===== src/rtl/ps2_pkg.sv =====
// Shared PS/2 definitions: FSM states, frame constants and default timings.
// Both the host transmitter and the keyboard receiver import this package.
package ps2_pkg;

  typedef enum logic [2:0] {
    IDLE      = 3'd0,
    INHIBIT   = 3'd1,
    REQ       = 3'd2,
    DATA      = 3'd3,
    PARITY    = 3'd4,
    STOP      = 3'd5,
    ACK       = 3'd6,
    WAIT_IDLE = 3'd7
  } state_t;

  // Device falling edges in one host-to-device frame (8 data, parity, stop, ack).
  localparam int NUM_FALLS = 11;
  localparam int DATA_BITS = 8;

  // Defaults for the 48 MHz fast clock.
  localparam int DEF_INHIBIT_CYCLES = 5760;    // 120 us
  localparam int DEF_TIMEOUT_CYCLES = 720000;  // 15 ms
  localparam int DEF_CNT_W          = 20;

  // Odd parity: the bit that makes the total count of ones odd.
  function automatic logic odd_parity(input logic [7:0] b);
    return ~^b;
  endfunction

endpackage


===== src/rtl/ps2_line_sync.sv =====
// Two-flop synchronizer for one raw PS/2 line plus falling-edge detect.
// Flops reset to 1 (released line) so reset never produces a false edge.
module ps2_line_sync (
  input  logic clk,
  input  logic clr,
  input  logic line,
  output logic synced,
  output logic fall
);

  // sr[0]: first stage, sr[1]: synchronized value, sr[2]: previous synchronized value
  logic [2:0] sr;

  // Shift the raw line through the synchronizer and history stage.
  always_ff @(posedge clk or posedge clr) begin
    if (clr) sr <= 3'b111;
    else     sr <= {sr[1:0], line};
  end

  assign synced = sr[1];
  assign fall   = sr[2] & ~sr[1];

endmodule


===== src/rtl/ps2_host_tx.sv =====
// PS/2 host-to-device transmitter: inhibit, request-to-send, bit shift on
// device falling edges, ACK sample, then wait for an idle bus.
//
// Handshake: a byte transfers on any clk edge where tx_valid and tx_ready are
// both 1. tx_ready is 1 only in IDLE, so tx_data is sampled exactly once per
// frame and tx_valid is ignored while the frame is in flight.
module ps2_host_tx
  import ps2_pkg::*;
#(
  parameter int INHIBIT_CYCLES = DEF_INHIBIT_CYCLES,
  parameter int TIMEOUT_CYCLES = DEF_TIMEOUT_CYCLES,
  parameter int CNT_W          = DEF_CNT_W
) (
  input  logic       clk,
  input  logic       clr,
  input  logic [7:0] tx_data,
  input  logic       tx_valid,
  output logic       tx_ready,
  input  logic       ps2_clk_in,
  input  logic       ps2_data_in,
  output logic       ps2_clk_oe,
  output logic       ps2_data_oe,
  output logic       busy,
  output logic       ack_ok,
  output logic       ack_err
);

  localparam logic [CNT_W-1:0] INH_LAST = CNT_W'(INHIBIT_CYCLES - 1);
  localparam logic [CNT_W-1:0] TO_LAST  = CNT_W'(TIMEOUT_CYCLES - 1);
  localparam logic [CNT_W-1:0] CNT_MAX  = '1;
  localparam logic [3:0]       LAST_DATA_FALL = 4'(DATA_BITS);
  localparam logic [3:0]       STOP_FALL      = 4'(NUM_FALLS - 1);

  state_t           state, state_next;
  logic [CNT_W-1:0] cnt;        // inhibit length, then time since last device fall
  logic [3:0]       idx;        // device falling edges seen so far
  logic [9:0]       shreg;      // {stop, parity, D7..D0}; bit 0 is on the wire
  logic             started;    // holds tx_ready low until the first edge after reset
  logic             to_pulse;   // ack_err strobe for a timed-out frame
  logic             clk_s, clk_fall;
  logic             data_s, data_fall_unused;
  logic             accept, timeout, in_frame;

  ps2_line_sync u_clk_sync (
    .clk    (clk),
    .clr    (clr),
    .line   (ps2_clk_in),
    .synced (clk_s),
    .fall   (clk_fall)
  );

  ps2_line_sync u_data_sync (
    .clk    (clk),
    .clr    (clr),
    .line   (ps2_data_in),
    .synced (data_s),
    .fall   (data_fall_unused)
  );

  assign accept   = tx_valid && tx_ready;
  assign timeout  = (cnt == TO_LAST);
  assign in_frame = (state == REQ) || (state == DATA) || (state == PARITY) || (state == STOP);

  // State register.
  always_ff @(posedge clk or posedge clr) begin
    if (clr) state <= IDLE;
    else     state <= state_next;
  end

  // Next-state logic; a timeout wins over a coincident device edge.
  always_comb begin
    state_next = state;
    case (state)
      IDLE:      if (accept) state_next = INHIBIT;
      INHIBIT:   if (cnt == INH_LAST) state_next = REQ;
      REQ:       if (timeout) state_next = WAIT_IDLE;
                 else if (clk_fall) state_next = DATA;
      DATA:      if (timeout) state_next = WAIT_IDLE;
                 else if (clk_fall && idx == LAST_DATA_FALL) state_next = PARITY;
      PARITY:    if (timeout) state_next = WAIT_IDLE;
                 else if (clk_fall) state_next = STOP;
      STOP:      if (timeout) state_next = WAIT_IDLE;
                 else if (clk_fall && idx == STOP_FALL) state_next = ACK;
      ACK:       state_next = WAIT_IDLE;
      WAIT_IDLE: if (clk_s && data_s) state_next = IDLE;
      default:   state_next = IDLE;
    endcase
  end

  // Datapath: byte latch, shared saturating counter, fall index, timeout strobe.
  always_ff @(posedge clk or posedge clr) begin
    if (clr) begin
      cnt      <= '0;
      idx      <= '0;
      shreg    <= '1;
      started  <= 1'b0;
      to_pulse <= 1'b0;
    end else begin
      started  <= 1'b1;
      to_pulse <= 1'b0;
      if (state == IDLE) begin
        if (accept) begin
          shreg <= {1'b1, odd_parity(tx_data), tx_data};
          cnt   <= '0;
          idx   <= '0;
        end
      end else if (state == INHIBIT) begin
        cnt <= (cnt == INH_LAST) ? '0 : cnt + 1'b1;
      end else if (in_frame) begin
        if (timeout) begin
          to_pulse <= 1'b1;
        end else if (clk_fall) begin
          cnt <= '0;
          idx <= idx + 4'd1;
          // The first fall presents D0, already at bit 0; later falls advance.
          if (state != REQ) shreg <= {1'b1, shreg[9:1]};
        end else if (cnt != CNT_MAX) begin
          cnt <= cnt + 1'b1;
        end
      end
    end
  end

  // Outputs decoded from state; data_oe pulls low for a 0 bit.
  always_comb begin
    tx_ready    = started && (state == IDLE);
    busy        = (state != IDLE);
    ps2_clk_oe  = (state == INHIBIT);
    ps2_data_oe = 1'b0;
    ack_ok      = 1'b0;
    ack_err     = to_pulse;
    case (state)
      INHIBIT:      ps2_data_oe = (cnt == INH_LAST);
      REQ:          ps2_data_oe = 1'b1;
      DATA, PARITY: ps2_data_oe = ~shreg[0];
      ACK: begin
        ack_ok  = ~data_s;
        ack_err = data_s;
      end
      default:      ps2_data_oe = 1'b0;
    endcase
  end

endmodule


===== config.mk =====
export PLATFORM = sky130hd
export DESIGN_NAME = ps2_host_tx
export DESIGN_NICKNAME = d
export VERILOG_FILES = /design/src/rtl/ps2_pkg.sv /design/src/rtl/ps2_line_sync.sv /design/src/rtl/ps2_host_tx.sv
export SDC_FILE = /design/constraint.sdc
export NUM_CORES = 1
export LEC_CHECK = 0
export BUFFER_PORTS_ARGS = -buffer_cell sky130_fd_sc_hd__buf_2
export CORE_ASPECT_RATIO = 0.75
export CORE_MARGIN = 8
export CORE_UTILIZATION = 55
export CTS_BUF_LIST = sky130_fd_sc_hd__clkbuf_16
export CTS_CLUSTER_SIZE = 20
export DETAILED_ROUTE_END_ITERATION = 8
export GPL_TIMING_DRIVEN = 1
export PLACE_DENSITY = 0.77
export SETUP_SLACK_MARGIN = 0.02
export SYNTH_ARGS = -nofsm -noshare
export SYNTH_HDL_FRONTEND = slang
export SYNTH_SLANG_ARGS = --single-unit

===== constraint.sdc =====
create_clock -name clk -period 2.3 [get_ports clk]
set_input_delay 0.23 -clock clk [delete_from_list [all_inputs] [get_ports clk]]
set_output_delay 0.23 -clock clk [all_outputs]
set_load 0.1 [all_outputs]

After elaboration in Yosys (flattened, before gate mapping)
Cells that the tools add are included.
{"block": "word_totals", "ff_bits": 44, "inputBits": 13, "out_inout_bits": 6, "word_cells": 98}
{"block": "classes", "addsub": 2, "n_eq_ne": 23, "mux": 40, "bitwise": 4, "reduce_logical": 21}
{"cell": "$mux 20", "count": 8}
{"cell": "$mux 10", "count": 7}
{"cell": "$mux 3", "count": 11}
{"cell": "$mux 4", "count": 6}
{"cell": "$pmux 3 s8", "count": 1}
{"cell": "$add 20x1->20 const B", "count": 1}
{"cell": "$eq 20x13->1 const B", "count": 1}
{"cell": "$eq 20x20->1 const B", "count": 1}
{"cell": "$ne 20x20->1 const B", "count": 1}
{"cell": "$eq 3x3->1 const B", "count": 4}
{"cell": "$ne 3x2->1 const B", "count": 4}
{"cell": "$eq 4x4->1 const B", "count": 2}
{"cell": "$reduce_xnor 8->1", "count": 1}
{"cell": "$reduce_and 7->1", "count": 1}
{"cell": "$eq 3x2->1 const B", "count": 2}
{"cell": "$mux 1", "count": 6}
{"cell": "$ne 2x1->1 const B", "count": 3}
{"cell": "$ne 3x3->1 const B", "count": 2}
{"cell": "$reduce_and 6->1", "count": 1}
{"cell": "$reduce_bool 2->1", "count": 3}
{"cell": "$reduce_bool 3->1", "count": 2}
{"cell": "$logic_and 1x1->1", "count": 5}
{"cell": "$reduce_and 5->1", "count": 1}
{"cell": "$add 4x1->4 const B", "count": 1}
{"cell": "10 further kinds", "count": 15}

Longest topological paths before layout
Gate-level depths: netlist of run 1.
{"block": "logic_depth", "ltp_word": 7, "mapped_depth": 8, "depth_no_buf": 7}

By module
Synthesis of run 1 repeated with hierarchy kept, for this count alone.
{"block": "unflattened", "hier_cells": 289, "hier_area_um2": 2571.2}
{"module": "ps2_host_tx", "n_inst": 1, "cells_per_inst": 279, "area_per_inst_um2": 2378.5, "seq_area_each_um2": 962.2}
{"module": "ps2_line_sync", "n_inst": 2, "cells_per_inst": 5, "area_per_inst_um2": 96.3, "seq_area_each_um2": 78.8}

Worst setup path after synthesis of run 1
Ideal clock, no wire load.
{"block": "synth_path", "path_type": "reg-to-output", "startpoint": "register cnt[7]", "endpoint": "output port ps2_data_oe", "arrival_time_ns": 2.871, "required_time_ns": 2.070, "setup_slack_ns": -0.801, "path_stages_with_launch": 5, "n_path_buf": 0, "path_cell_list": "dfrtp_1 > or4b_4 > nor4_4 > a31oi_1 > o22ai_1"}
{"block": "synth_between", "elab_chain_len": 2}
{"element": "from (decl)", "line_no": "ps2_host_tx.sv:35", "text": "logic [CNT_W-1:0] cnt;"}
{"element": "from (signal assigned)", "line_no": "ps2_host_tx.sv:108", "text": "cnt <= (cnt == INH_LAST) ? '0 : cnt + 1'b1;"}
{"element": "from (signal assigned)", "line_no": "ps2_host_tx.sv:118", "text": "cnt <= cnt + 1'b1;"}
{"element": "$eq 20x13->1", "line_no": "ps2_host_tx.sv:133", "text": "INHIBIT: ps2_data_oe = (cnt == INH_LAST);"}
{"element": "$pmux 1 s3", "line_no": "ps2_host_tx.sv:132", "text": "case (state)"}
{"element": "to (decl)", "line_no": "ps2_host_tx.sv:22", "text": "output logic ps2_data_oe,"}
Every way passes these cells.

Final worst setup path of run 1
{"block": "layout_path", "startpoint": "register cnt[14]", "endpoint": "output port ps2_data_oe"}
Same word-level chain as after synthesis.

==> results of run 1 <==
cell type report:
| cell class | instances | area [um^2] |
|---|---|---|
| inverter | 14 | 56.3 |
| timing repair buffer | 63 | 492 |
| fill | 315 | 1310 |
| multi-input combinational | 231 | 1650 |
| clock inverter | 3 | 38.8 |
| clock buffer | 5 | 125 |
| sequential | 43 | 1090 |
| tap | 60 | 75.1 |
state kept, by name, indices dropped and copies added (netlist names):
register and flops:
state 3, cnt 20, idx 4, started 1, u_clk_sync.sr 3, u_data_sync.sr 2, shreg 9, to_pulse 1
Yosys cell counts (all sizes together) (2+ instances only):
master,number,share of area (%)
and2,2,0.45
dfrtp,29,26
a31oi,3,0.91
a32o,2,0.73
o211a,3,1.1
dfstp,14,13
o31ai,6,2.1
nor2,17,2.3
o22ai,9,2.0
clkbuf,4,0.55
nor4,6,2.1
or4,8,2.2
nand2b,2,0.45
o21a,2,0.55
nor3,5,0.91
o211ai,8,2.2
ha,7,3.2
and3,3,0.68
o31a,2,0.64
inv,14,1.9
nor2b,2,0.45
nand2,41,5.6
a21oi,8,1.5
o21ai,20,4.0
nand4,8,1.8
a211oi,6,1.6
or3,7,1.9
o2bb2ai,2,0.64
mux2,11,4.5
a22o,2,0.64
nand3,14,2.7
buf,8,1.8
xnor2,6,1.9
stage by stage:
stage / hold slack (ns) / instance area, um^2
finish: 0.0371 / 3530
global route: 0.0274 / 3530
CTS: 0.0353 / 3400
detailed placement: 0.290 / 3160
global placement: 0.285 / 3160
floorplan: 0.234 / 2770
cells by family (layout without fill, tap and decap cells):
logic type,count (synthesis),after routing,synth area share [%]
xor+xnor,7,7,2.23
other cells,1,1,0.136
flops,43,43,39.7
fa+ha+maj,7,7,3.18
buf+inv,26,85,4.23
mux,12,12,4.86
simple gates,122,122,24.1
compound gates,82,82,21.5
power by group:
group          internal [mW]  total [mW]  switching [mW]
Combinational          0.977        2.36            1.38
Sequential              1.00        1.18           0.179
Clock                  0.506       0.789           0.283
path summary, 6_finish.rpt:
kind                                                 start                          end  depth (start not counted)
worst max-delay path                   cnt[14]$_DFFE_PP0P_                  ps2_data_oe                          5
worst min-delay path                           ps2_data_in  u_data_sync.sr[0]$_DFF_PP1_                          1
worst max register to register         cnt[14]$_DFFE_PP0P_           cnt[7]$_DFFE_PP0P_                          7
worst min register to register  u_clk_sync.sr[0]$_DFF_PP1_   u_clk_sync.sr[1]$_DFF_PP1_                          0
max in group asynchronous                              clr          cnt[13]$_DFFE_PP0P_                          4
min in group asynchronous                              clr            started$_DFF_PP0_                          3
repair_timing:
item | 4_1_cts | 5_1_grt
hold buffers | 1 | 0
endpoints found under the hold margin | 6 | 0
pin swaps | 2 | 13
setup buffers | 6 | 6
gates resized for setup | 6 | 17
setup endpoints to repair | 15 | 28
metal layers:
layer	wire length, um	vias to the layer above
met5	0	-
met2	3620	169
met1	3360	1301
li1	-	1247
met4	126	0
met3	707	18
==> summary.md, run 1 <==
| Metric | Value |
|---|---|
| Most frequent cells in the layout | sky130_fd_sc_hd__nand2_1, sky130_fd_sc_hd__buf_4, sky130_fd_sc_hd__dfrtp_1 |
| Proportion of synthesized chip area in sequential cells | approximately two fifths |
| Largest vdd supply drop | approximately 0.93 mV |
| Most common cell after layout, fill and taps aside | sky130_fd_sc_hd__nand2_1 |
| Number of design-rule violations left by the first detailed-router iteration | 292 |
| Vias in the first global route | approximately 2400 |
| Clock slew at reported path FFs | 0.06 ns |
| Global-route wire length before repair | 12400 um |
| Crit-path max cell delay | 0.55 ns |
| Antenna violations before repair | 0 |
| Power density normalized to cell area | 1230 nW/um^2 |
| Worst Clk Skew | 0.00392 ns |
| Static power due to leakage | 1.46 nW |
| Flip-flop and latch count after synthesis | 43 |
| Sum of routed wire length over all layers | 7810 um |
| Worst slack, placed | -0.0372 ns |
| Setup violators final | 2 |
| Clock buffers created by TritonCTS | 5 |
| Die height | 77.3 um |
| Per-instance average area after synthesis | between 9 and 10 um^2 |
| CTS Buffer Depth | 2 |
| ANT cells | 0 |
| Fin crit period | 2.37 ns |
| Remaining DRCs | 0 |
| Clock tree from TritonCTS | yes |
| Effective utilization at floorplan | roughly 57% |
| GR Util met1 | 28.0% |
| Combined buffer and inverter count along the critical path | 1 |
| Number of standard-cell rows in the floorplan | 22 |
| Growth of design area from synthesis to finish | 28.4% |
| Final Slew Violations | 0 |
| Worst-skew pair later-pin latency | 0.29 ns |
| Number of iterations in the first detailed-routing pass | 5 |
| Overall overflow remaining after global route | 0 |
| Total design power | 4.33 mW |
| Via density per instance | 6.53 |
| Die boundary width | 97.7 um |
| Antenna Nets Post-Route | 0 |
| Post-synth EDFFs | 0 |
| Setup repair after global routing missed its margin | yes |
| Proportion of layout cells with a drive suffix above 1 | 34.3% |
| Hold/Removal Path Class | in2reg |
| Transition time of the tightest slew-check pin | 0.809 ns |
| Global routing usage on met2 | 28.4% |
| Count of max-cap constraint violations | 0 |
| Req. time, crit path | 2.07 ns |
| Kind of end point of the critical path | output pin |
| Number of library cell types mapped by synthesis | 65 |
| List of cells traversed by the critical path | or4_4, nor4_4, a31oi_2, o22ai_4, buf_12 |
| Period utilization | 103% |
| Post-synth net total | 320 |
| Result of the run | finished, violations left |
| Avg WL per Cell | 18.6 um |
| Data arrival time of the critical path | 2.14 ns |
| Synthesis warning total | 0 |
| Largest net degree at the start of global routing | 24 |
| Max FO, Critical Path | 2 |
| Half-perimeter wire length after placement | 5130 um |
| Input/output buffers | 18 |
| Floorplan Core Area | 4840 um^2 |
| Most used routing layer in global routing | met2 |
| Number of vias in the routed layout | 2735 |
| Worst setup slack for register-to-register paths | -0.04 ns |
| Setup TNS | -0.116 ns |
| Io pins | 19 |
| Failing checks | setup timing |
| Master of the slowest instance on the critical path | sky130_fd_sc_hd__or4_4 |
| Routability-driven placement congestion ratio | approximately 0.94 |
| Proportion of synthesized flip-flops having asynchronous set or reset | 100% |
| Crit Path Class | reg2out |
| Most common flop cell mapped by yosys | sky130_fd_sc_hd__dfrtp_1 |
| Core Util, Final | 72.9% |
| Achievable frequency | 421 MHz |
| Mapped Area | 2750 um^2 |
| CTS H-tree lvls | 2 |
| Met3 Resource Use GR | 6.45% |
| Number of nets in the final layout | 378 |
| Clock root buffer | sky130_fd_sc_hd__clkbuf_16 |
| Post-synthesis cell count | 300 |
| Finished Layout Cells | between 400 and 500 |
| Critical Path Source Type | flop |
| Family with the most delay on the worst path | simple AND/OR/NAND/NOR gates |
| Endpoints failing hold | 0 |
| Inst Count DP | 398 |
| Number of sinks handled by clock tree synthesis | 43 |
| Headroom to the max-slew limit | between 40% and 50% |
| Final Worst Setup Slack | -0.0749 ns |
| Total Routing Usage GR | 20.0% |
| Die area | 7550 um^2 |
(Power assumes the default switching activity.)
==> run 2: changes to the inputs <==
- BUFFER_PORTS_ARGS: -buffer_cell sky130_fd_sc_hd__buf_2 -> unset
- CORE_UTILIZATION: 55 -> 60
- DONT_BUFFER_PORTS: unset -> 1
- PLACE_DENSITY: 0.77 -> 0.76
- SETUP_SLACK_MARGIN: 0.02 -> unset
- clock period: 2.3 -> 2.35 ns (I/O delays scaled with it)
==> summary.md, run 2 (same netlist as run 1, synthesis figures left out) <==
| Metric | Value |
|---|---|
| Result of the run | finished, violations left (unchanged) |
| Failing checks | setup timing (unchanged) |
| Count of max-cap constraint violations | 0 (unchanged) |
| Final Worst Setup Slack | -0.0410 ns (was -0.0749 ns) |
| Die boundary width | 94.2 um (was 97.7 um) |
| Headroom to the max-slew limit | 52.4% (was 45.5%) |
| Routability-driven placement congestion ratio | 0.922 (was 0.938) |
| Most frequent cells in the layout | sky130_fd_sc_hd__buf_4, sky130_fd_sc_hd__nand2_1, sky130_fd_sc_hd__dfrtp_1 (was sky130_fd_sc_hd__nand2_1, sky130_fd_sc_hd__buf_4, sky130_fd_sc_hd__dfrtp_1) |
| Clock root buffer | sky130_fd_sc_hd__clkbuf_16 (unchanged) |
| Master of the slowest instance on the critical path | sky130_fd_sc_hd__or4_4 (unchanged) |
| Clock tree from TritonCTS | yes (unchanged) |
| Crit Path Class | reg2reg (was reg2out) |
| Number of nets in the final layout | 366 (was 378) |
| Most common cell after layout, fill and taps aside | sky130_fd_sc_hd__buf_4 (was sky130_fd_sc_hd__nand2_1) |
| Global-route wire length before repair | 12000 um (was 12400 um) |
| Max FO, Critical Path | 4 (was 2) |
| Req. time, crit path | 2.53 ns (was 2.07 ns) |
| Transition time of the tightest slew-check pin | 0.707 ns (was 0.809 ns) |
| Period utilization | 102% |
| List of cells traversed by the critical path | or4_4, nor4_4, buf_4, a31oi_2, buf_4, a211o_1, a32o_1 (was or4_4, nor4_4, a31oi_2, o22ai_4, buf_12) |
| Post-detailed-placement cell area | 3130 um^2 (was 3160 um^2) |
| Static power due to leakage | 1.35 nW (was 1.46 nW) |
| Final Cell Area | 3390 um^2 (was 3530 um^2) |
| Via density per instance | 6.48 (was 6.53) |
| Data arrival time of the critical path | 2.57 ns (was 2.14 ns) |
| Largest vdd supply drop | 0.704 mV (was 0.929 mV) |
| Worst slack, placed | 0.0846 ns (was -0.0372 ns) |
| Largest net degree at the start of global routing | 44 (was 24) |
| Power density normalized to cell area | 1180 nW/um^2 (was 1230 nW/um^2) |
| Number of flip-flops in the largest register | 20 (unchanged) |
| Number of design-rule violations left by the first detailed-router iteration | 284 (was 292) |
| Die height | 74.7 um (was 77.3 um) |
| Achievable frequency | 418 MHz |
| Number of vias in the routed layout | 2616 (was 2735) |
| Clock buffers created by TritonCTS | 5 (unchanged) |
| Hold/Removal Path Class | in2reg (unchanged) |
| Half-perimeter wire length after placement | 5140 um (was 5130 um) |
| Final Slew Violations | 0 (unchanged) |
| Total Routing Usage GR | 21.8% (was 20.0%) |
| Worst-skew pair later-pin latency | 0.29 ns (about the same) |
| Antenna violations before repair | 0 (unchanged) |
| Floorplan Core Area | 4440 um^2 (was 4840 um^2) |
| Effective utilization at floorplan | 62.0% (was 56.8%) |
| Crit-path max cell delay | 0.54 ns (was 0.55 ns) |
| CTS Buffer Depth | 2 (unchanged) |
| Number of iterations in the first detailed-routing pass | 5 (unchanged) |
| Number of standard-cell rows in the floorplan | 21 (was 22) |
| Clock slew at reported path FFs | 0.06 ns (about the same) |
| Critical Path Source Type | flop (unchanged) |
| Vias in the first global route | 2393 (was 2407) |
| Worst Clk Skew | 0.00705 ns (was 0.00392 ns) |
| Fin crit period | 2.39 ns |
| Endpoints failing hold | 0 (unchanged) |
| Most Frequent Cell on Critical Path | sky130_fd_sc_hd__buf_4 |
| Avg WL per Cell | 18.1 um (was 18.6 um) |
| Setup violators final | 2 (unchanged) |
| Proportion of layout cells with a drive suffix above 1 | 30.5% (was 34.3%) |
| Count of filler cells inserted in the layout | 297 (was 315) |
| Number of sinks handled by clock tree synthesis | 43 (unchanged) |
| Finished Layout Cells | 404 (was 419) |
| Growth of design area from synthesis to finish | 23.0% (was 28.4%) |
| Largest register by flop count | cnt (unchanged) |
| Input/output buffers | 0 (was 18) |
| Registers with the most flip-flops | cnt x20, shreg x9, idx x4 (unchanged) |
| CTS H-tree lvls | 2 (unchanged) |
| Remaining DRCs | 0 (unchanged) |
| Setup repair after global routing missed its margin | yes (unchanged) |
| Final hold slack | 0.178 ns (was 0.0371 ns) |
| Antenna Nets Post-Route | 0 (unchanged) |
| Die area | 7030 um^2 (was 7550 um^2) |
| Io pins | 19 (unchanged) |
| Overall overflow remaining after global route | 0 (unchanged) |
| Kind of end point of the critical path | flop (was output pin) |
| ANT cells | 0 (unchanged) |
| Sum of routed wire length over all layers | 7330 um (was 7810 um) |
| Inst Count DP | 386 (was 398) |
run 2: cell count changes in the layout (fill, tap and decap cells not counted), moves of 4 or more:
cell	before	now
sky130_fd_sc_hd__a211oi_2	4	0
sky130_fd_sc_hd__buf_2	16	0
sky130_fd_sc_hd__a211oi_1	2	6
sky130_fd_sc_hd__buf_6	5	0
sky130_fd_sc_hd__buf_4	38	45
run 2: worst paths after layout:
check,from,to,slack (ns),cells past startpoint
worst max-delay path,cnt[15]$_DFFE_PP0P_,cnt[14]$_DFFE_PP0P_,-0.04,7
worst min-delay path,tx_data[2],shreg[2]$_DFFE_PP1P_,0.18,3
worst max register to register,cnt[15]$_DFFE_PP0P_,cnt[14]$_DFFE_PP0P_,-0.04,7
worst min register to register,u_data_sync.sr[0]$_DFF_PP1_,u_data_sync.sr[1]$_DFF_PP1_,0.36,0
max in group asynchronous,clr,cnt[15]$_DFFE_PP0P_,1.45,3
min in group asynchronous,clr,cnt[14]$_DFFE_PP0P_,0.52,3
run 2: critical path: cells and delay by family, from the launching register on:
family	cells	cell delay, ns
AND/OR/NAND/NOR	2	0.88
AO/OA/AOI/OAI	3	0.59
flip-flops	1	0.41
buffers and inverters	2	0.40
run 2: area by class of cell:
cell class	instances	area, um^2	share of cell area, %
Clock buffer	5	125	3.70
Clock inverter	3	23.8	0.702
Inverter	14	56.3	1.66
Multi-Input combinational cell	231	1590	46.9
Sequential cell	43	1090	32.3
Tap cell	57	71.3	2.11
Timing Repair Buffer	51	428	12.6
run 2: report_power, final:
group / internal (mW) / switching, mW / total [mW]
clock network: 0.397 / 0.298 / 0.695
logic: 0.869 / 1.29 / 2.16
registers: 0.979 / 0.151 / 1.13
total: 2.25 / 1.74 / 3.99
run 2: per-stage QoR:
| step | setup TNS (ns) | utilization, % | power [mW] |
|---|---|---|---|
| floorplan | 0 | - | 2.57 |
| global placement | 0 | 70.4 | 3.18 |
| detailed placement | 0 | 70.4 | 3.21 |
| CTS | -0.0530 | 75.3 | 3.93 |
| global route | -0.111 | 76.2 | 4.23 |
| finish | -0.0653 | 76.2 | 3.99 |
run 2: timing repair:
item | in CTS | in global routing
pin swaps | 2 | 2
cloned | 0 | 0
resized for setup | 3 | 6
hold endpoints to repair | 31 | 0
setup endpoints to repair | 1 | 21
hold buffers | 3 | 0
buffers inserted | 4 | 3
run 2: metal layers:
layer / vias up / wire, um / global-route usage [%]
met5: - / 0 / 0
met4: 0 / 140 / 7.88
met3: 22 / 823 / 5.98
met2: 152 / 3160 / 31.0
met1: 1229 / 3210 / 30.6
li1: 1213 / - / -
